**src/rtl/clksw_req_ctrl.sv**
```systemverilog
`default_nettype none
// ============================================================================
// Module      : clksw_req_ctrl
// Description : Requester side of the HS/LS CPU clock-switch handshake.
//               Converts a per-access speed request (want_hs) into the
//               hsclk_sel level for the glitch-free clock switcher. Stalls the
//               CPU (cpu_rdy=0) until the switcher confirms the new clock.
//               Enforces a minimum LS dwell time so the clock cannot thrash.
//               Optional feature macro: CLKSW_TIMEOUT_EN. When it is defined,
//               a switch that is not acknowledged within TIMEOUT cycles raises
//               the sticky sw_timeout flag and falls back to LS. When it is
//               undefined, the switch waits indefinitely and sw_timeout is 0.
// Revision    : 1.0 - initial release
// ============================================================================
module clksw_req_ctrl #(
    parameter int SYNC_STAGES = 2,    // flops per feedback synchroniser (>= 2)
    parameter int LS_HOLD     = 16,   // min cycles in LS_RUN before an HS switch
    parameter int TIMEOUT     = 255,  // ack timeout in cycles (timeout build only)
    parameter int CNT_W       = 8     // width of the hold and timeout counters
) (
    input  logic hsclk_in,
    input  logic rst_b,
    input  logic want_hs,
    input  logic hsclk_selected,
    input  logic lsclk_selected,
    output logic hsclk_sel,
    output logic cpu_rdy,
    output logic sw_busy,
    output logic sw_timeout
);

    // ------------------------------------------------------------------------
    // Elaboration-time parameter sanity checks
    // ------------------------------------------------------------------------
    if (SYNC_STAGES < 2) begin : g_bad_sync_stages
        $error("clksw_req_ctrl: SYNC_STAGES must be at least 2");
    end

    if ((LS_HOLD > ((2 ** CNT_W) - 1)) || (TIMEOUT > ((2 ** CNT_W) - 1))) begin : g_bad_cnt_w
        $error("clksw_req_ctrl: CNT_W too narrow for LS_HOLD or TIMEOUT");
    end

    // ------------------------------------------------------------------------
    // State encoding
    // ------------------------------------------------------------------------
    typedef enum logic [1:0] {
        S_LS_RUN = 2'd0,
        S_TO_HS  = 2'd1,
        S_HS_RUN = 2'd2,
        S_TO_LS  = 2'd3
    } state_t;

    localparam logic [CNT_W-1:0] c_ls_hold = CNT_W'(LS_HOLD);

    state_t                 r_state;
    logic                   r_hsclk_sel;
    logic                   r_cpu_rdy;
    logic                   r_sw_busy;
    logic [CNT_W-1:0]       r_hold_cnt;
    logic [SYNC_STAGES-1:0] r_hs_sync;
    logic [SYNC_STAGES-1:0] r_ls_sync;
    logic                   w_hs_s;
    logic                   w_ls_s;
    logic                   w_hs_ack;
    logic                   w_ls_ack;
    logic                   w_timeout_hit;

    // ------------------------------------------------------------------------
    // Feedback synchronisers
    // ------------------------------------------------------------------------
    // The switcher feedback is asynchronous to hsclk_in; shift each through a
    // SYNC_STAGES-deep flop chain before the FSM looks at it.
    always_ff @(posedge hsclk_in or negedge rst_b) begin
        if (!rst_b) begin
            r_hs_sync <= '0;
            r_ls_sync <= '0;
        end else begin
            r_hs_sync <= {r_hs_sync[SYNC_STAGES-2:0], hsclk_selected};
            r_ls_sync <= {r_ls_sync[SYNC_STAGES-2:0], lsclk_selected};
        end
    end

    assign w_hs_s = r_hs_sync[SYNC_STAGES-1];
    assign w_ls_s = r_ls_sync[SYNC_STAGES-1];

    // A switch only counts as complete when exactly one clock is reported.
    // Both-high or both-low means the switcher is still mid-transition.
    assign w_hs_ack = w_hs_s && !w_ls_s;
    assign w_ls_ack = w_ls_s && !w_hs_s;

`ifdef CLKSW_TIMEOUT_EN
    // ------------------------------------------------------------------------
    // Switch acknowledge timeout
    // ------------------------------------------------------------------------
    localparam logic [CNT_W-1:0] c_timeout = CNT_W'(TIMEOUT);

    logic [CNT_W-1:0] r_to_cnt;
    logic             r_sw_timeout;
    logic             w_in_switch;

    assign w_in_switch   = (r_state == S_TO_HS) || (r_state == S_TO_LS);
    assign w_timeout_hit = w_in_switch && (r_to_cnt == c_timeout);

    // to_cnt is held at zero outside TO_*, so it starts from zero on entry;
    // it restarts on a timeout so a stuck TO_LS keeps retrying. The timeout
    // flag is sticky until reset.
    always_ff @(posedge hsclk_in or negedge rst_b) begin
        if (!rst_b) begin
            r_to_cnt     <= '0;
            r_sw_timeout <= 1'b0;
        end else begin
            if (!w_in_switch || w_timeout_hit) begin
                r_to_cnt <= '0;
            end else if (r_to_cnt != {CNT_W{1'b1}}) begin
                r_to_cnt <= r_to_cnt + 1'b1;
            end
            if (w_timeout_hit) begin
                r_sw_timeout <= 1'b1;
            end
        end
    end

    assign sw_timeout = r_sw_timeout;
`else
    // Without the timeout feature a switch waits for its ack indefinitely.
    assign w_timeout_hit = 1'b0;
    assign sw_timeout    = 1'b0;
`endif

    // ------------------------------------------------------------------------
    // Switch handshake FSM with registered outputs
    // ------------------------------------------------------------------------
    // Outputs are updated on the same edge as the state they belong to, so
    // hsclk_sel/cpu_rdy/sw_busy are always consistent with r_state.
    always_ff @(posedge hsclk_in or negedge rst_b) begin
        if (!rst_b) begin
            r_state     <= S_LS_RUN;
            r_hsclk_sel <= 1'b0;
            r_cpu_rdy   <= 1'b1;
            r_sw_busy   <= 1'b0;
            r_hold_cnt  <= '0;
        end else begin
            case (r_state)
                S_LS_RUN: begin
                    // Dwell counter runs down and saturates at zero.
                    if (r_hold_cnt != '0) begin
                        r_hold_cnt <= r_hold_cnt - 1'b1;
                    end
                    if (want_hs && (r_hold_cnt == '0)) begin
                        r_state     <= S_TO_HS;
                        r_hsclk_sel <= 1'b1;
                        r_cpu_rdy   <= 1'b0;
                        r_sw_busy   <= 1'b1;
                    end
                end

                S_TO_HS: begin
                    // want_hs is deliberately ignored here: no abort.
                    if (w_timeout_hit) begin
                        r_state     <= S_TO_LS;
                        r_hsclk_sel <= 1'b0;
                        r_cpu_rdy   <= 1'b0;
                        r_sw_busy   <= 1'b1;
                    end else if (w_hs_ack) begin
                        r_state     <= S_HS_RUN;
                        r_hsclk_sel <= 1'b1;
                        r_cpu_rdy   <= 1'b1;
                        r_sw_busy   <= 1'b0;
                    end
                end

                S_HS_RUN: begin
                    if (!want_hs) begin
                        r_state     <= S_TO_LS;
                        r_hsclk_sel <= 1'b0;
                        r_cpu_rdy   <= 1'b0;
                        r_sw_busy   <= 1'b1;
                    end
                end

                S_TO_LS: begin
                    // A timeout here just restarts the wait (counter side);
                    // the state stays put until LS is confirmed.
                    if (!w_timeout_hit && w_ls_ack) begin
                        r_state     <= S_LS_RUN;
                        r_hsclk_sel <= 1'b0;
                        r_cpu_rdy   <= 1'b1;
                        r_sw_busy   <= 1'b0;
                        r_hold_cnt  <= c_ls_hold;
                    end
                end

                default: begin
                    r_state     <= S_LS_RUN;
                    r_hsclk_sel <= 1'b0;
                    r_cpu_rdy   <= 1'b1;
                    r_sw_busy   <= 1'b0;
                    r_hold_cnt  <= '0;
                end
            endcase
        end
    end

    assign hsclk_sel = r_hsclk_sel;
    assign cpu_rdy   = r_cpu_rdy;
    assign sw_busy   = r_sw_busy;

endmodule
`default_nettype wire
```
**config.mk**
```make
export PLATFORM = sky130hd
export DESIGN_NAME = clksw_req_ctrl
export DESIGN_NICKNAME = d
export VERILOG_FILES = /design/src/rtl/clksw_req_ctrl.sv
export SDC_FILE = /design/constraint.sdc
export NUM_CORES = 1
export LEC_CHECK = 0
export CAP_MARGIN = 25
export CORE_MARGIN = 3
export CORE_UTILIZATION = 55
export CTS_CLUSTER_DIAMETER = 150
export DETAILED_ROUTE_END_ITERATION = 16
export GPL_ROUTABILITY_DRIVEN = 1
export HOLD_SLACK_MARGIN = 0.05
export PLACE_DENSITY_LB_ADDON = 0.12
export SYNTH_ARGS = -nofsm -noshare
export SYNTH_HDL_FRONTEND = slang
export SYNTH_SLANG_ARGS = --single-unit
```
**constraint.sdc**
```tcl
create_clock -name hsclk_in -period 2.31 [get_ports hsclk_in]
set_input_delay 0.462 -clock hsclk_in [delete_from_list [all_inputs] [get_ports hsclk_in]]
set_output_delay 0.462 -clock hsclk_in [all_outputs]
set_load 0.005 [all_outputs]
```
======== Word level (Yosys, flattened, before mapping) ========
Index checks and enable logic that the tools add are counted.
W data, S select, Z words.
storage, ports and cells
  output and inout port bits .............. 4
  input port bits ......................... 5
  flip-flop bits (word level) ............. 17
  word-level logic and storage cells ...... 46
operators by class
  reductions and logical operators ........ 11
  mux-type cells .......................... 19
  add/sub/neg operators ................... 1
  equal/unequal tests ..................... 8
operator list
  cell                   count
  $mux W8                2
  $pmux W8 S2            1
  $pmux W1 S4            3
  $ne A2 B2 Y1 const B   5
  $logic_not A8 Y1       1
  $mux W1                8
  $mux W2                4
  $pmux W2 S4            1
  $reduce_bool A8 Y1     1
  $sub A8 B1 Y8 const B  1
  $eq A2 B2 Y1 const B   2
  $reduce_and A4 Y1      1
  $logic_and A1 B1 Y1    3
  $reduce_and A3 Y1      1
  $eq A2 B1 Y1 const B   1
  $logic_not A1 Y1       2
  $logic_not A2 Y1       1
  $reduce_bool A2 Y1     1

======== Logic depth before layout (Yosys ltp) ========
Gate-level depths: netlist (run 1).
  depth after elaboration ................. 4
  depth in mapped cells ................... 7
  mapped depth without buffers ............ 6

======== Least setup slack after synthesis (run 1) ========
Ideal clock, no wire load.
  path kind ............................... register to register
  start ................................... register r_state[0]
  end ..................................... register r_hold_cnt[3]
  arrival ................................. 1.640 ns
  path slack .............................. 0.593 ns
  library setup time ...................... 0.078 ns
  stages on the path, launching flop included .. 8
  required time ........................... 2.232 ns
  path buffers ............................ 1
  clock period less this slack ............ 1.717 ns
  path through ............................ dfrtp_1 inv_1 ha_1 nor2_1 a21o_1 buf_6 or4_1 a21boi_1
between the ends
  word-level cells in the longest chain between the ends .. 3
  elaborated cells between the ends (all ways) .. 7
  classes of those cells .................. 3 x eq/ne; 1 x mux; 3 x reduce/logical
ends and longest elaborated chain
  what                                                                        line  source
  from (decl)                                                                 55    state_t r_state;
  from (signal assigned)                                                      137   r_state <= S_LS_RUN;
  from (signal assigned)                                                      150   r_state <= S_TO_HS;
  from (signal assigned)                                                      160   r_state <= S_TO_LS;
  $eq A2 B2 Y1 / $logic_not A2 Y1 (equally long branches)                     143   case (r_state)
  $ne A2 B2 Y1 (no source line) / $reduce_bool A2 Y1 (equally long branches)  n/a
  $reduce_and A3 Y1 (no source line)                                          n/a
  to (signal assigned)                                                        147   r_hold_cnt <= r_hold_cnt - 1'b1;
  to (signal assigned)                                                        189   r_hold_cnt <= c_ls_hold;
  to (decl)                                                                   59    logic [CNT_W-1:0] r_hold_cnt;
Parallel ways exist; a longest one is shown, timed or not.
A chain may end at the register's enable or synchronous reset.

======== Worst setup path in the final report (run 1) ========
Ends and elaborated chain as after synthesis.

==> impl_metrics.tcl, run 1 <==
set metrics [dict create \
    wire_per_inst_um 14.2 \
    drive_gt1_frac 0.124 \
    synth_nets 99 \
    htree_levels 1 \
    ir_drop_v 0.000823 \
    crit_fanout 12 \
    critical_path_required_ns 2.52 \
    dpl.hpwl_um 1220 \
    min_path_cells 0 \
    start_util 0.613 \
    grt_pass1_vias 634 \
    utilization 0.669 \
    antenna_found_initial 0 \
    finish.net_count 109 \
    cts.clk_slew.worst_paths_ns 0.10 \
    clockBufferDepth 2 \
    wl_um 1600 \
    fmax_mhz 531 \
    outcome "completed" \
    setup_viol 0 \
    stdcell_area_um2 1050 \
    dpl_worst_slack_ns 0.412 \
    clk_latency_ns 0.28 \
    synth_seq_area_share 0.442 \
    die-area_um2 2290 \
    end_kind "flip-flop" \
    ys_ff_latch 17 \
    synth.distinct_cells 35 \
    synth_area_um2 966 \
    area_delta_synth_final_pct 9.20 \
    finalHoldViolations 0 \
    fin_crit_sh 0.816 \
    min_period_ns 1.88 \
    cts_sinks 17 \
    grt_pass1_wl_um 2710 \
    cap_violations 0 \
    cts_buffers 3 \
    vias 687 \
    netlist_top_cells_area "dfrtp_1, ha_1, nor2_1" \
    hp-class "reg -> reg" \
    cts_setup_buffers 0 \
    final_cell_mix "dfrtp_1, nor2_1, clkdlybuf4s50_1, inv_1, ha_1" \
    synth_top_area_share 0.415 \
    antenna_cells 0 \
    multiInputGateArea_um2 474 \
    leakagePower_nw 0.465 \
    ys_warn_count 0 \
    cts_tree "built" \
    worstPathArrival_ns 2.10 \
    finClkSkew_ns 0.00729 \
    rows 14 \
    register_area_um2 427 \
    ctsResizeCount 0 \
    avgSynthCellArea_um2 11.0 \
    startpoint_type "flip-flop" \
    power_mw 1.42 \
    die_x_um 47.9 \
    ctsHoldBuffers 0 \
    grt_max_degree 18 \
    die_height_um 47.9 \
    ant_nets 0 \
    power-per-cell-area_nw_per_um2 1340 \
    final.setup.worst_slack_ns 0.426 \
    via_per_inst 6.08 \
    io_pins 9 \
    rr_worst_depth 6 \
    fillers 118 \
    final_common_cell "dfrtp_1" \
    fin_setup_tns_ns 0 \
    synth_top_cell_by_area "dfrtp_1" \
    cts-root-buf "clkbuf_4" \
    rsz0062_at_grt "false" \
    final_max_slew_viol_count 0 \
    place.gp.congestion 0.795 \
    critPathKind "reg -> reg" \
    drcViolationCount 0 \
    grt-ovfl-total 0 \
    syn_inst 88 \
    first_pass_iters 4 \
    track_usage 0.166 \
    portBuffers 7 \
    core-area_um2 1580 \
    place_area_um2 1030 \
    drt_first_iter_violations 17 \
]
## critical path, stage by stage (launching register included)
cell	delay [ns]
dfrtp_1	0.41
inv_1	0.11
ha_1	0.25
nor2_1	0.10
a21o_1	0.28
or4_1	0.51
a21boi_1	0.16
## where the power goes
group          total (mW)  switching (mW)  internal (mW)
Combinational       0.739           0.387          0.352
Clock               0.156          0.0887         0.0669
Sequential          0.522           0.101          0.421
## stage by stage
stage	instances	hold WS (ns)
2_1_floorplan	88	0.166
3_3_place_gp	109	0.334
3_5_place_dp	109	0.343
4_1_cts	113	0.365
5_1_grt	113	0.369
6_report	113	0.361
## cell families after synthesis
family                     Yosys count  synth area share
buffers and inverters               10            0.0674
muxes                                4            0.0453
DFF                                 17             0.442
AOI/OAI and AO/OA                   21             0.171
adders and majority gates            6            0.0777
other                                1           0.00388
and+or+nand+nor                     29             0.193
## synthesized netlist by cell type
| cell | number |
|---|---|
| o31a_1 | 1 |
| dfrtp_1 | 16 |
| o2bb2ai_2 | 1 |
| dfstp_2 | 1 |
| nor4_4 | 1 |
| a21boi_1 | 3 |
| a211oi_1 | 1 |
| o41ai_1 | 1 |
| nand3_1 | 3 |
| buf_4 | 1 |
| nand2_1 | 1 |
| a221oi_1 | 1 |
| ha_1 | 6 |
| mux2_1 | 3 |
| o21ai_0 | 1 |
| a22oi_1 | 1 |
| a21o_1 | 2 |
| nand2b_4 | 1 |
| nand2b_1 | 1 |
| o211ai_1 | 1 |
| or3_1 | 2 |
| inv_1 | 6 |
| dlymetal6s4s_1 | 1 |
| conb_1 | 1 |
| or3b_4 | 1 |
| o31ai_1 | 4 |
| a211o_2 | 1 |
| nor2_1 | 11 |
| nand4_1 | 2 |
| or4_1 | 5 |
| buf_6 | 2 |
| o21ai_1 | 2 |
| a31o_1 | 1 |
| and4_4 | 1 |
| mux2i_1 | 1 |
## routing by layer
layer  up-vias  global-route usage  wire length, µm
met4         0              0.0323                4
met1       324               0.229              797
met5         -                   0                0
li1        342                   -                -
met3         2              0.0338               70
met2        19               0.269              728
## worst paths after layout
kind | start | to | slack, ns
setup / recovery | r_state[0]$_DFFE_PN0P_ | r_hold_cnt[3]$_DFFE_PN0P_ | 0.43
min in group asynchronous | rst_b | r_hold_cnt[5]$_DFFE_PN0P_ | 0.49
hold / removal | r_ls_sync[0]$_DFF_PN0_ | r_ls_sync[1]$_DFF_PN0_ | 0.36
hold reg to reg | r_ls_sync[0]$_DFF_PN0_ | r_ls_sync[1]$_DFF_PN0_ | 0.36
max in group asynchronous | rst_b | cpu_rdy$_DFFE_PN1P_ | 1.56
setup reg to reg | r_state[0]$_DFFE_PN0P_ | r_hold_cnt[3]$_DFFE_PN0P_ | 0.43
## state kept, by name (all words and copies together) (netlist names)
register,count
cpu_rdy,1
hsclk_sel,1
r_hold_cnt,8
r_hs_sync,2
r_ls_sync,2
r_state,2
sw_busy,1
## cell type report
cell class	instances	area share
well taps	16	0.0190
clock buffers	4	0.0249
repair buffers	9	0.0807
multi-input cells	61	0.450
inverters	6	0.0214
flip-flops and latches	17	0.405
Power figures use the tool's default switching activity.
==> run 2, diff against run 1 <==
--- a/config.mk
+++ b/config.mk
@@ -7,7 +7,7 @@
 export LEC_CHECK = 0
 export CAP_MARGIN = 25
 export CORE_MARGIN = 3
-export CORE_UTILIZATION = 55
+export CORE_UTILIZATION = 49
 export CTS_CLUSTER_DIAMETER = 150
 export DETAILED_ROUTE_END_ITERATION = 16
 export GPL_ROUTABILITY_DRIVEN = 1
==> constraint.sdc (replaced) <==
create_clock -name hsclk_in -period 1.6 [get_ports hsclk_in]
set_input_delay 0.32 -clock hsclk_in [delete_from_list [all_inputs] [get_ports hsclk_in]]
set_output_delay 0.32 -clock hsclk_in [all_outputs]
set_load 0.005 [all_outputs]
==> impl_metrics.tcl, run 2 (synthesis results as in run 1) <==
set metrics [dict create \
    outcome "complete, but fails checks" \
    violations "negative setup slack" \
    swShare 0.390 \
    leakagePower_nw 0.602 \
    cts_buffers 3 \
    hp-class "in -> async" \
    max_stage_delay_ns 0.51 \
    critPathBufInv 1 \
    final.setup.worst_slack_ns -0.0767 \
    grt_pass1_wl_um 3610 \
    finish.net_count 133 \
    rows 15 \
    dpl.hpwl_um 1360 \
    area_delta_synth_final_pct 39.6 \
    setup_viol 11 \
    final_max_slew_viol_count 0 \
    track_usage 0.190 \
    ir_drop_v 0.00122 \
    top_register "r_hold_cnt" \
    p_sw_mw 1.10 \
    finClkSkew_ns 0.00378 \
    clkPwrFrac 0.084 \
    end_kind "flip-flop" \
    clk_latency_ns 0.29 \
    start_util 0.536 \
    startpoint_type "flip-flop" \
    critPathSlowestCell "or4_1" \
    core-area_um2 1800 \
    io_pins 9 \
    first_pass_iters 4 \
    die-area_um2 2540 \
    cts_sinks 17 \
    antenna_found_initial 0 \
    power-per-cell-area_nw_per_um2 2090 \
    largest_reg_flops 8 \
    grt_max_degree 18 \
    min_period_ns 1.68 \
    critPathTopFamily "simple AND/OR/NAND/NOR gates" \
    wl_um 2130 \
    fmax_mhz 596 \
    vias 805 \
    clockBufferDepth 2 \
    die_height_um 50.4 \
    grt_pass1_vias 807 \
    drt_first_iter_violations 21 \
    drive_gt1_frac 0.455 \
    antenna_cells 0 \
    finalHoldViolations 0 \
    htree_levels 1 \
    cts-root-buf "clkbuf_4" \
    cts_tree "built" \
    critPathKind "reg -> reg" \
    worstPathArrival_ns 1.90 \
    final_common_cell "buf_4" \
    ctsHoldBuffers 0 \
    ant_nets 0 \
    fin_crit_sh 1.05 \
    portBuffers 7 \
    cap_violations 0 \
    final_cell_mix "buf_4, dfrtp_1, nor2_1, clkdlybuf4s50_1" \
    via_per_inst 5.51 \
    cts.clk_slew.worst_paths_ns 0.11 \
    dpl_worst_slack_ns -0.164 \
    die_x_um 50.4 \
    place.gp.congestion 0.858 \
    cp_cell_sequence "inv_1, ha_1, and4_2, or4_1, a21boi_1" \
    wire_per_inst_um 14.6 \
    fin_cells 146 \
    rsz0062_at_grt "true" \
    dp.cells 132 \
    drcViolationCount 0 \
    seqPwrFrac 0.267 \
    p_int_mw 1.72 \
    critical_path_required_ns 1.82 \
    grt-ovfl-total 0 \
    power_frac_comb 0.650 \
    crit_fanout 7 \
    fin_setup_tns_ns -0.487 \
]
==> run 2: cell count changes in the layout (fill, tap and decap cells not counted), sizes merged <==
cell | previous run | this run
buf | 2 | 24
clkdlybuf4s50 | 7 | 6
and4 | 1 | 2
clkbuf | 4 | 3
a21o | 2 | 3
dlygate4sd2 | 0 | 1
clkinv | 0 | 1
==> run 2: worst register-to-register path, cell delays in order (launching register included) <==
cell,delay (ns)
dfrtp_1,0.40
inv_1,0.07
ha_1,0.25
and4_2,0.25
or4_1,0.52
a21boi_1,0.13
==> run 2: per-stage QoR <==
step                      utilization  hold WS, ns  area, µm²  power [mW]
after floorplan                     -       0.0244        981        1.64
after global placement          0.644        0.332       1160        2.12
after detailed placement        0.644        0.337       1160        2.15
after CTS                       0.701        0.343       1260        2.61
after global routing            0.749        0.339       1350        3.05
final                           0.749        0.345       1350        2.81
==> run 2: power by group through the flow <==
stage          sequential [mW]  combinational, mW  clock [mW]
6_report                 0.750               1.83       0.236
5_1_grt                  0.771               2.01       0.262
4_1_cts                  0.749               1.62       0.243
3_5_place_dp             0.751               1.40           0
3_3_place_gp             0.742               1.38           0
2_1_floorplan            0.741              0.898           0
==> run 2: path summary, 6_finish.rpt <==
| check | from | to | slack [ns] | cells past startpoint |
|---|---|---|---|---|
| min in group hsclk_in | r_ls_sync[0]$_DFF_PN0_ | r_ls_sync[1]$_DFF_PN0_ | 0.36 | 0 |
| max in group asynchronous | rst_b | cpu_rdy$_DFFE_PN1P_ | 1.00 | 2 |
| setup / recovery | r_hold_cnt[0]$_DFFE_PN0P_ | r_hold_cnt[3]$_DFFE_PN0P_ | -0.08 | 5 |
| setup reg to reg | r_hold_cnt[0]$_DFFE_PN0P_ | r_hold_cnt[3]$_DFFE_PN0P_ | -0.08 | 5 |
| hold reg to reg | r_ls_sync[0]$_DFF_PN0_ | r_ls_sync[1]$_DFF_PN0_ | 0.36 | 0 |
| hold / removal | rst_b | r_state[0]$_DFFE_PN0P_ | 0.35 | 2 |
==> run 2: final cells by class <==
type / instances / area [µm²]
Clock buffer: 3 / 22.5
Clock inverter: 1 / 5.00
Fill cell: 115 / 453
Inverter: 6 / 22.5
Multi-Input combinational cell: 63 / 583
Sequential cell: 17 / 428
Tap cell: 25 / 31.3
Timing Repair Buffer: 31 / 256
==> run 2: timing repair <==
action	in CTS	in global routing
gates cloned	1	1
pin swaps	9	6
hold endpoints to repair	0	0
buffers inserted	4	4
resized for setup	9	12
endpoints found under the setup margin	9	12
==> run 2: metal layers <==
layer | global-route usage | vias up | wire, µm
li1 | - | 396 | -
met1 | 0.257 | 381 | 1030
met2 | 0.285 | 24 | 946
met3 | 0.0445 | 4 | 121
met4 | 0.0897 | 0 | 24
met5 | 0 | - | 0
==> run 3, diff against run 2 <==
--- a/config.mk
+++ b/config.mk
@@ -16,3 +16,4 @@
 export SYNTH_ARGS = -nofsm -noshare
 export SYNTH_HDL_FRONTEND = slang
 export SYNTH_SLANG_ARGS = --single-unit
+export TNS_END_PERCENT = 30
==> impl_metrics.tcl, run 3 (synthesis results as in run 1) <==
set metrics [dict create \
    cts-root-buf "clkbuf_4" \
    r2r_end "r_hold_cnt[6]$_DFFE_PN0P_" \
    critical_path_required_ns 1.77 \
    grt_pass1_vias 778 \
    fin_setup_tns_ns -0.336 \
    grt_max_degree 18 \
    violations "negative setup slack" \
    die_height_um 50.4 \
    clk_latency_ns 0.29 \
    area_delta_synth_final_pct 38.7 \
    power-per-cell-area_nw_per_um2 2110 \
    critPathKind "reg -> reg" \
    critPathSlowestCell "dfrtp_1" \
    cts_buffers 3 \
    antenna_found_initial 0 \
    final_cell_mix "buf_4, dfrtp_1, nor2_1, clkdlybuf4s50_1" \
    io_pins 9 \
    largest_reg_flops 8 \
    via_per_inst 5.71 \
    antenna_cells 0 \
    drive_gt1_frac 0.438 \
    utilization 0.744 \
    cp_cell_sequence "buf_6, ha_4, nor2_2, a21o_4, buf_4, nor2_1, o211ai_1" \
    critPathTopFamily "flip-flops" \
    start_util 0.536 \
    crit_fanout 6 \
    final.setup.worst_slack_ns -0.0664 \
    ant_nets 0 \
    wire_per_inst_um 15.3 \
    reg2reg_from "r_state[0]$_DFFE_PN0P_" \
    track_usage 0.188 \
    drcViolationCount 0 \
    min_period_ns 1.67 \
    worstPathArrival_ns 1.84 \
    outcome "complete, but fails checks" \
    fin_cells 146 \
    first_pass_iters 5 \
    timing.hold.ws_ns 0.341 \
    setup_viol 10 \
    power_mw 2.83 \
    dpl.hpwl_um 1360 \
    hp-class "in -> async" \
    cts.clk_slew.worst_paths_ns 0.10 \
    rows 15 \
    drt_first_iter_violations 42 \
    htree_levels 1 \
    rr_worst_depth 7 \
    end_kind "flip-flop" \
    finClkSkew_ns 0.00279 \
    clockBufferDepth 2 \
    rsz0062_at_grt "true" \
    grt_pass1_wl_um 3570 \
    place_area_um2 1160 \
    r2r_slack_ns -0.07 \
    portBuffers 7 \
    stdcell_area_um2 1340 \
    final_common_cell "buf_4" \
    cap_violations 0 \
    cts_tree "built" \
    dp.cells 132 \
    grt-ovfl-total 0 \
    ir_drop_v 0.00132 \
    critPathBufInv 2 \
    cts_sinks 17 \
    finish.net_count 133 \
    max_stage_delay_ns 0.42 \
    finalHoldViolations 0 \
    fin_crit_sh 1.04 \
    die-area_um2 2540 \
    place.gp.congestion 0.858 \
    fmax_mhz 600 \
    top_register "r_hold_cnt" \
    core-area_um2 1800 \
    vias 833 \
    die_x_um 50.4 \
    startpoint_type "flip-flop" \
    dpl_worst_slack_ns -0.164 \
    leakagePower_nw 0.600 \
    fillers 124 \
    final_max_slew_viol_count 0 \
    wl_um 2240 \
]
==> run 3: cell count changes in the layout (fill, tap and decap cells not counted), moves of 2 or more <==
cell	delta
buf_4	-2
buf_6	+2
nand3_1	+2
nand3_2	-2
nor2_4	-2
==> run 3: worst max-delay path by stage <==
stage	start	to	slack [ns]	depth (start not counted)
6_report	r_state[0]$_DFFE_PN0P_	r_hold_cnt[6]$_DFFE_PN0P_	-0.07	7
3_5_place_dp	want_hs	sw_busy$_DFFE_PN0P_	-0.16	4
2_1_floorplan	r_state[0]$_DFFE_PN0P_	r_hold_cnt[0]$_DFFE_PN0P_	-0.004	4
3_3_place_gp	want_hs	r_state[1]$_DFFE_PN0P_	-0.13	4
4_1_cts	r_state[1]$_DFFE_PN0P_	r_state[1]$_DFFE_PN0P_	-0.05	5
5_1_grt	r_state[0]$_DFFE_PN0P_	r_hold_cnt[2]$_DFFE_PN0P_	-0.14	7
==> run 3: cell type report <==
class / instances / area (µm²) / share of cell area
clock buffers: 3 / 22.5 / 0.0168
clock inverters: 1 / 5.00 / 0.00373
inverters: 6 / 22.5 / 0.0168
multi-input cells: 63 / 568 / 0.424
flip-flops and latches: 17 / 427 / 0.318
well taps: 25 / 31.3 / 0.0233
repair buffers: 31 / 264 / 0.197
==> run 3: where the power goes <==
part | internal (mW) | switching, mW | leakage, nW
Combinational | 1.02 | 0.823 | 0.382
Clock | 0.0930 | 0.141 | 0.0177
Sequential | 0.607 | 0.147 | 0.201
Total | 1.72 | 1.11 | 0.600
==> run 3: repair_timing <==
| item | 4_1_cts | 5_1_grt |
|---|---|---|
| resized for setup | 9 | 11 |
| hold buffers | 0 | 0 |
| gates cloned | 1 | 1 |
| pin swaps | 9 | 1 |
| endpoints found under the setup margin | 9 | 13 |
| buffers inserted | 2 | 6 |
==> run 3: layer usage <==
metal,share of wire,GRT usage,up-vias
li1,-,-,397
met1,0.45,0.263,397
met2,0.47,0.278,37
met3,0.071,0.0445,2
met4,0.0076,0.0807,0
met5,0,0,-
